**src/rtl/uart_tx_framer_pkg.sv**
```systemverilog
// Shared definitions for the UART transmit framer: one-hot state encoding
// and the default frame-format constants used by the interface circuit.
package uart_tx_framer_pkg;

  typedef enum logic [4:0] {
    ST_IDLE   = 5'b00001,
    ST_START  = 5'b00010,
    ST_DATA   = 5'b00100,
    ST_PARITY = 5'b01000,
    ST_STOP   = 5'b10000
  } state_e;

  localparam int WIDTH_WORD_INTERFACE = 8;
  localparam int OVERSAMPLE           = 16;
  localparam int STOP_TICKS_1         = 16;
  localparam int STOP_TICKS_1P5       = 24;
  localparam int STOP_TICKS_2         = 32;

endpackage

```
**src/rtl/uart_tx_framer.sv**
```systemverilog
// UART transmitter: latches one word per start/armed handshake and shifts it
// out as start, data (LSB first), optional parity and stop, paced by i_tick.
//
// state  | meaning
// IDLE   | line high, waiting for start while armed
// START  | start bit (low) for OVERSAMPLE ticks
// DATA   | current data bit, WIDTH_WORD bit periods
// PARITY | parity bit for OVERSAMPLE ticks (PARITY_EN only)
// STOP   | line high for STOP_TICKS ticks, then done pulse
module uart_tx_framer #(
  parameter int WIDTH_WORD = uart_tx_framer_pkg::WIDTH_WORD_INTERFACE,
  parameter int OVERSAMPLE = uart_tx_framer_pkg::OVERSAMPLE,
  parameter int STOP_TICKS = uart_tx_framer_pkg::STOP_TICKS_1,
  parameter int PARITY_EN  = 0,
  parameter int PARITY_ODD = 0
) (
  input  logic                  i_clock,
  input  logic                  i_reset,
  input  logic                  i_tick,
  input  logic                  i_tx_start,
  input  logic [WIDTH_WORD-1:0] i_data_tx,
  output logic                  o_tx,
  output logic                  o_tx_done,
  output logic                  o_busy
);
  import uart_tx_framer_pkg::*;

  localparam int TICK_MAX = (STOP_TICKS > OVERSAMPLE) ? STOP_TICKS : OVERSAMPLE;
  localparam int TICK_W   = (TICK_MAX > 2) ? $clog2(TICK_MAX) : 1;
  localparam int BIT_W    = $clog2(WIDTH_WORD + 1);

  localparam logic [TICK_W-1:0] BIT_RELOAD  = TICK_W'(OVERSAMPLE - 1);
  localparam logic [TICK_W-1:0] STOP_RELOAD = TICK_W'(STOP_TICKS - 1);
  localparam logic [BIT_W-1:0]  LAST_BIT    = BIT_W'(WIDTH_WORD - 1);
  localparam logic              ODD_BIT     = (PARITY_ODD != 0);

  state_e                r_state;
  logic [TICK_W-1:0]     r_tick_cnt;
  logic [BIT_W-1:0]      r_bit_cnt;
  logic [WIDTH_WORD-1:0] r_shift;
  logic                  r_parity;
  logic                  r_armed;
  logic                  r_tx;
  logic                  r_tx_done;
  logic                  r_busy;
  logic                  w_tick_tc;

  // Tick timer is a down-counter; a period ends on the tick that finds it at zero.
  assign w_tick_tc = i_tick && (r_tick_cnt == '0);

  always_ff @(posedge i_clock or posedge i_reset) begin
    if (i_reset) begin
      r_state    <= ST_IDLE;
      r_tick_cnt <= '0;
      r_bit_cnt  <= '0;
      r_shift    <= '0;
      r_parity   <= 1'b0;
      r_armed    <= 1'b1;
      r_tx       <= 1'b1;
      r_tx_done  <= 1'b0;
      r_busy     <= 1'b0;
    end else begin
      r_tx_done <= 1'b0;
      case (r_state)
        ST_IDLE: begin
          if (!i_tx_start) begin
            r_armed <= 1'b1;
          end else if (r_armed) begin
            r_shift    <= i_data_tx;
            r_parity   <= (^i_data_tx) ^ ODD_BIT;
            r_tick_cnt <= BIT_RELOAD;
            r_tx       <= 1'b0;
            r_busy     <= 1'b1;
            r_state    <= ST_START;
          end
        end
        ST_START: begin
          if (w_tick_tc) begin
            r_tick_cnt <= BIT_RELOAD;
            r_bit_cnt  <= '0;
            r_tx       <= r_shift[0];
            r_state    <= ST_DATA;
          end else if (i_tick) begin
            r_tick_cnt <= r_tick_cnt - TICK_W'(1);
          end
        end
        ST_DATA: begin
          if (w_tick_tc) begin
            r_shift   <= r_shift >> 1;
            r_bit_cnt <= r_bit_cnt + BIT_W'(1);
            if (r_bit_cnt != LAST_BIT) begin
              r_tick_cnt <= BIT_RELOAD;
              r_tx       <= r_shift[1];
            end else if (PARITY_EN != 0) begin
              r_tick_cnt <= BIT_RELOAD;
              r_tx       <= r_parity;
              r_state    <= ST_PARITY;
            end else begin
              r_tick_cnt <= STOP_RELOAD;
              r_tx       <= 1'b1;
              r_state    <= ST_STOP;
            end
          end else if (i_tick) begin
            r_tick_cnt <= r_tick_cnt - TICK_W'(1);
          end
        end
        ST_PARITY: begin
          if (w_tick_tc) begin
            r_tick_cnt <= STOP_RELOAD;
            r_tx       <= 1'b1;
            r_state    <= ST_STOP;
          end else if (i_tick) begin
            r_tick_cnt <= r_tick_cnt - TICK_W'(1);
          end
        end
        ST_STOP: begin
          // Disarm so a start held across done needs a low cycle before the next frame.
          if (w_tick_tc) begin
            r_tx_done <= 1'b1;
            r_busy    <= 1'b0;
            r_armed   <= 1'b0;
            r_state   <= ST_IDLE;
          end else if (i_tick) begin
            r_tick_cnt <= r_tick_cnt - TICK_W'(1);
          end
        end
        default: begin
          r_tick_cnt <= '0;
          r_tx       <= 1'b1;
          r_busy     <= 1'b0;
          r_state    <= ST_IDLE;
        end
      endcase
    end
  end

  assign o_tx      = r_tx;
  assign o_tx_done = r_tx_done;
  assign o_busy    = r_busy;

endmodule
```
**config.mk**
```make
export PLATFORM = sky130hd
export DESIGN_NAME = uart_tx_framer
export DESIGN_NICKNAME = d
export VERILOG_FILES = /design/src/rtl/uart_tx_framer_pkg.sv /design/src/rtl/uart_tx_framer.sv
export SDC_FILE = /design/constraint.sdc
export NUM_CORES = 1
export LEC_CHECK = 0
export BUFFER_PORTS_ARGS = -buffer_cell sky130_fd_sc_hd__buf_2
export CELL_PAD_IN_SITES_DETAIL_PLACEMENT = 0
export CELL_PAD_IN_SITES_GLOBAL_PLACEMENT = 1
export CORE_ASPECT_RATIO = 0.9
export CORE_MARGIN = 2
export CORE_UTILIZATION = 45
export CTS_BUF_LIST = sky130_fd_sc_hd__clkbuf_16
export CTS_CLUSTER_DIAMETER = 120
export DETAILED_ROUTE_END_ITERATION = 10
export GPL_TIMING_DRIVEN = 0
export PLACE_DENSITY = 0.81
export SETUP_SLACK_MARGIN = 0.3
export SYNTH_ARGS = -nofsm -noshare
export SYNTH_HDL_FRONTEND = slang
export SYNTH_SLANG_ARGS = --single-unit
```
**constraint.sdc**
```tcl
create_clock -name i_clock -period 2.53 [get_ports i_clock]
set_input_delay 0.506 -clock i_clock [delete_from_list [all_inputs] [get_ports i_clock]]
set_output_delay 0.506 -clock i_clock [all_outputs]
set_load 0.01 [all_outputs]
```
==> run_results.csv <==
group,metric,value,unit
synthesis,synth_nets,148,
cells_and_area,fin_nets,168,
synthesis,synthArstFlopShare,1.00,
setup_path,crit_arrival,2260,ps
synthesis,synthSimpleGateAreaFrac,0.190,
timing,layout_min_cycle_time,2110,ps
synthesis,mappedNetlistArea,1450,sq um
floorplanning,start_util,0.472,
cells_and_area,seq_area,604,sq um
synthesis,synth-compound-area-share,0.156,
floorplanning,die_h,57.8,um
cells_and_area,final_util,0.548,
cts,hold_buffers,0,
cells_and_area,areaGrowthSynthToFinish,16.3,%
synthesis,yosys-mux-area-fraction,0.145,
synthesis,yosys_warnings,0,
synthesis,synth_edf_count,0,
setup_path,critical_path_peak_fanout,9,
synthesis,netlist_instances,133,
drt,dr.pass1.iters,4,
global_route,grt_max_degree,25,
synthesis,syn_avg_cell_area,10.9,sq um
power,power.total,2.01,mW
drt,drc,0,
power,p_per_area,1190,nW/um^2
cts,cts_buffers,3,
setup_path,criticalPathCategory,"reg -> reg",
place,dpl_worst_slack,389,ps
drt,vias,1090,
timing,clock_skew,4.53,ps
cells_and_area,fill_cells,257,
timing,min_period_over_period,0.834,
synthesis,ys_ff_latch,24,
timing,tightest_slew,909,ps
synthesis,synthAdderAreaFrac,0.0260,
flow_run,maxCapViolCount,0,
synthesis,synthTopCellsByCount,"21 x dfrtp_1, 8 x inv_1, 8 x mux2_2, 8 x mux2_4",
floorplanning,core_area,3070,sq um
drt,wl_met1,1.48,mm
timing,setup_violations,0,
cts,clk_latency,260,ps
drt,viasPerCell,5.62,
cts,clkTransAtPathRegs,60,ps
place,gp_congestion,0.822,
drt,routedWlPerCell,15.2,um
setup_path,cp-start-kind,"register",
timing,rsz0062_at_grt,"no",
synthesis,ys_seq_area_frac,0.418,
power,power.leakage,0.750,nW
drt,initialDrtViolationCount,33,
synthesis,synth.area.top_cells,"dfrtp_1 36%, mux2_4 8.3%, mux2_2 6.2%",
synthesis,synth_top_family_by_area,"simple AND/OR/NAND/NOR gates",
drt,top_layer_used,"met4",
global_route,antenna_found_initial,0,
floorplanning,rows,19,
cells_and_area,layout-drive-gt1-share,0.362,
timing,final.setup.tns,0,ps
timing,hold_ws,437,ps
worst_hold_path,hp-class,"in -> async",
place,dp_hpwl,2.16,mm
floorplanning,ios,15,
power,ir_drop,0.000546,V
global_route,grt_usage,0.183,
synthesis,yosysTopAreaCell,"dfrtp_1",
timing,slew_headroom,0.394,
synthesis,synth-xor-area-share,0.0121,
timing,timing.fmax,474,MHz
global_route,grt_overflow,0,
timing,fin_ws,419,ps
synthesis,synth_top_flop_cell,"dfrtp_1",
place,port_buffers,14,
timing,drv_slew,0,
floorplanning,die_area,3680,sq um
synthesis,netlist.area_leader.share,0.363,
global_route,grt_pass1_wl,5.26,mm
cells_and_area,diodes,0,
cts,cts.path.max_buffers,2,
synthesis,synth.most_common_cell,"dfrtp_1",
floorplanning,die_x,63.8,um
setup_path,critPathCaptureType,"register",
drt,totalWireLength,2.95,mm
cts,htree_levels,1,
synthesis,ys_types,47,
cts,cts.sinks,24,
drt,ant_nets,0,
cells_and_area,multi_input_comb_area,766,sq um
drt,wl_met2,1.37,mm
setup_path,crit_required,2670,ps
timing,finalHoldViolations,0,
global_route,grt_pass1_vias,1071,
drt,met3_length,66,um
status,run_status,"finished, final reports clean",
cts,root_buffer,"clkbuf_16",
cts,cts_tree,"yes",
layer usage:
layer | GRT usage | vias up
met4 | 0.0559 | 0
li1 | - | 532
met1 | 0.262 | 532
met5 | 0 | -
met2 | 0.293 | 21
met3 | 0.0233 | 5
cell families (layout without fill, tap and decap cells):
logic type	Yosys count	after routing
flip-flops	24	24
buffers and inverters	15	34
multiplexers	16	16
AND/OR/NAND/NOR	39	39
AO/OA/AOI/OAI	34	34
adder cells (fa/ha/maj)	3	3
XOR/XNOR	2	2
power by group:
| part | leakage [nW] | total [mW] | internal, mW | switching [mW] |
|---|---|---|---|---|
| clock network | 0.0511 | 0.451 | 0.314 | 0.136 |
| logic | 0.399 | 0.936 | 0.485 | 0.451 |
| registers | 0.300 | 0.621 | 0.530 | 0.0903 |
layout make-up:
cell class	instances	share of cell area
repair buffers	15	0.0461
inverters	8	0.0179
flip-flops and latches	24	0.359
plain buffers	7	0.0275
multi-input cells	94	0.455
well taps	42	0.0313
clock inverters	1	0.0179
clock buffers	3	0.0446
state kept, by name (all words and copies together), names as in the netlist:
signal and flops:
r_shift 8, r_bit_cnt 4, r_state 4, r_tick_cnt 4, o_busy 1, o_tx 1, o_tx_done 1, r_armed 1
layout by cell type, fill, tap and decap left out, types with 2 or more instances in the layout:
cell	instances
nor2_1	6
o21bai_1	2
a21oi_1	7
or4b_2	2
ha_1	3
o21ai_0	4
o22a_1	2
buf_4	3
clkbuf_16	3
inv_1	7
xnor2_1	2
dfrtp_1	21
mux2_4	8
o21ai_1	3
dfstp_2	3
and2b_1	2
buf_2	17
mux2_2	8
nand2b_1	3
a311oi_1	2
nor3_1	3
a211oi_1	2
o22ai_1	5
nand3b_1	2
nand2_1	7
path summary, 6_finish.rpt:
kind	start	to	depth (start not counted)	slack, ps
worst max-delay path	r_tick_cnt[1]$_DFFE_PP0P_	r_shift[2]$_DFFE_PP0P_	8	420
worst min-delay path	i_reset	r_shift[3]$_DFFE_PP0P_	2	440
worst max register to register	r_tick_cnt[1]$_DFFE_PP0P_	r_shift[2]$_DFFE_PP0P_	8	420
worst min register to register	o_busy$_DFFE_PP0P_	o_busy$_DFFE_PP0P_	1	490
max in group asynchronous	i_reset	r_tick_cnt[0]$_DFFE_PP0P_	2	1530
min in group i_clock	o_busy$_DFFE_PP0P_	o_busy$_DFFE_PP0P_	1	490
worst max-delay path: stages, from the launching register on:
cell,delay [ps]
dfrtp_1,400
inv_1,90
ha_1,180
and4bb_1,210
buf_4,170
a21oi_2,60
or4_4,410
buf_6,160
mux2_4,300
through the flow:
step | area, sq um | instances
after floorplan | 1450 | 133
after global placement | 1570 | 189
after detailed placement | 1570 | 189
after CTS | 1670 | 193
after global routing | 1680 | 194
final | 1680 | 194
timing repair:
item / 4_1_cts / 5_1_grt
setup endpoints to repair: 0 / 8
resized for setup: 0 / 1
setup buffers: 0 / 1
Note: power is estimated with default switching activity, not from simulation.
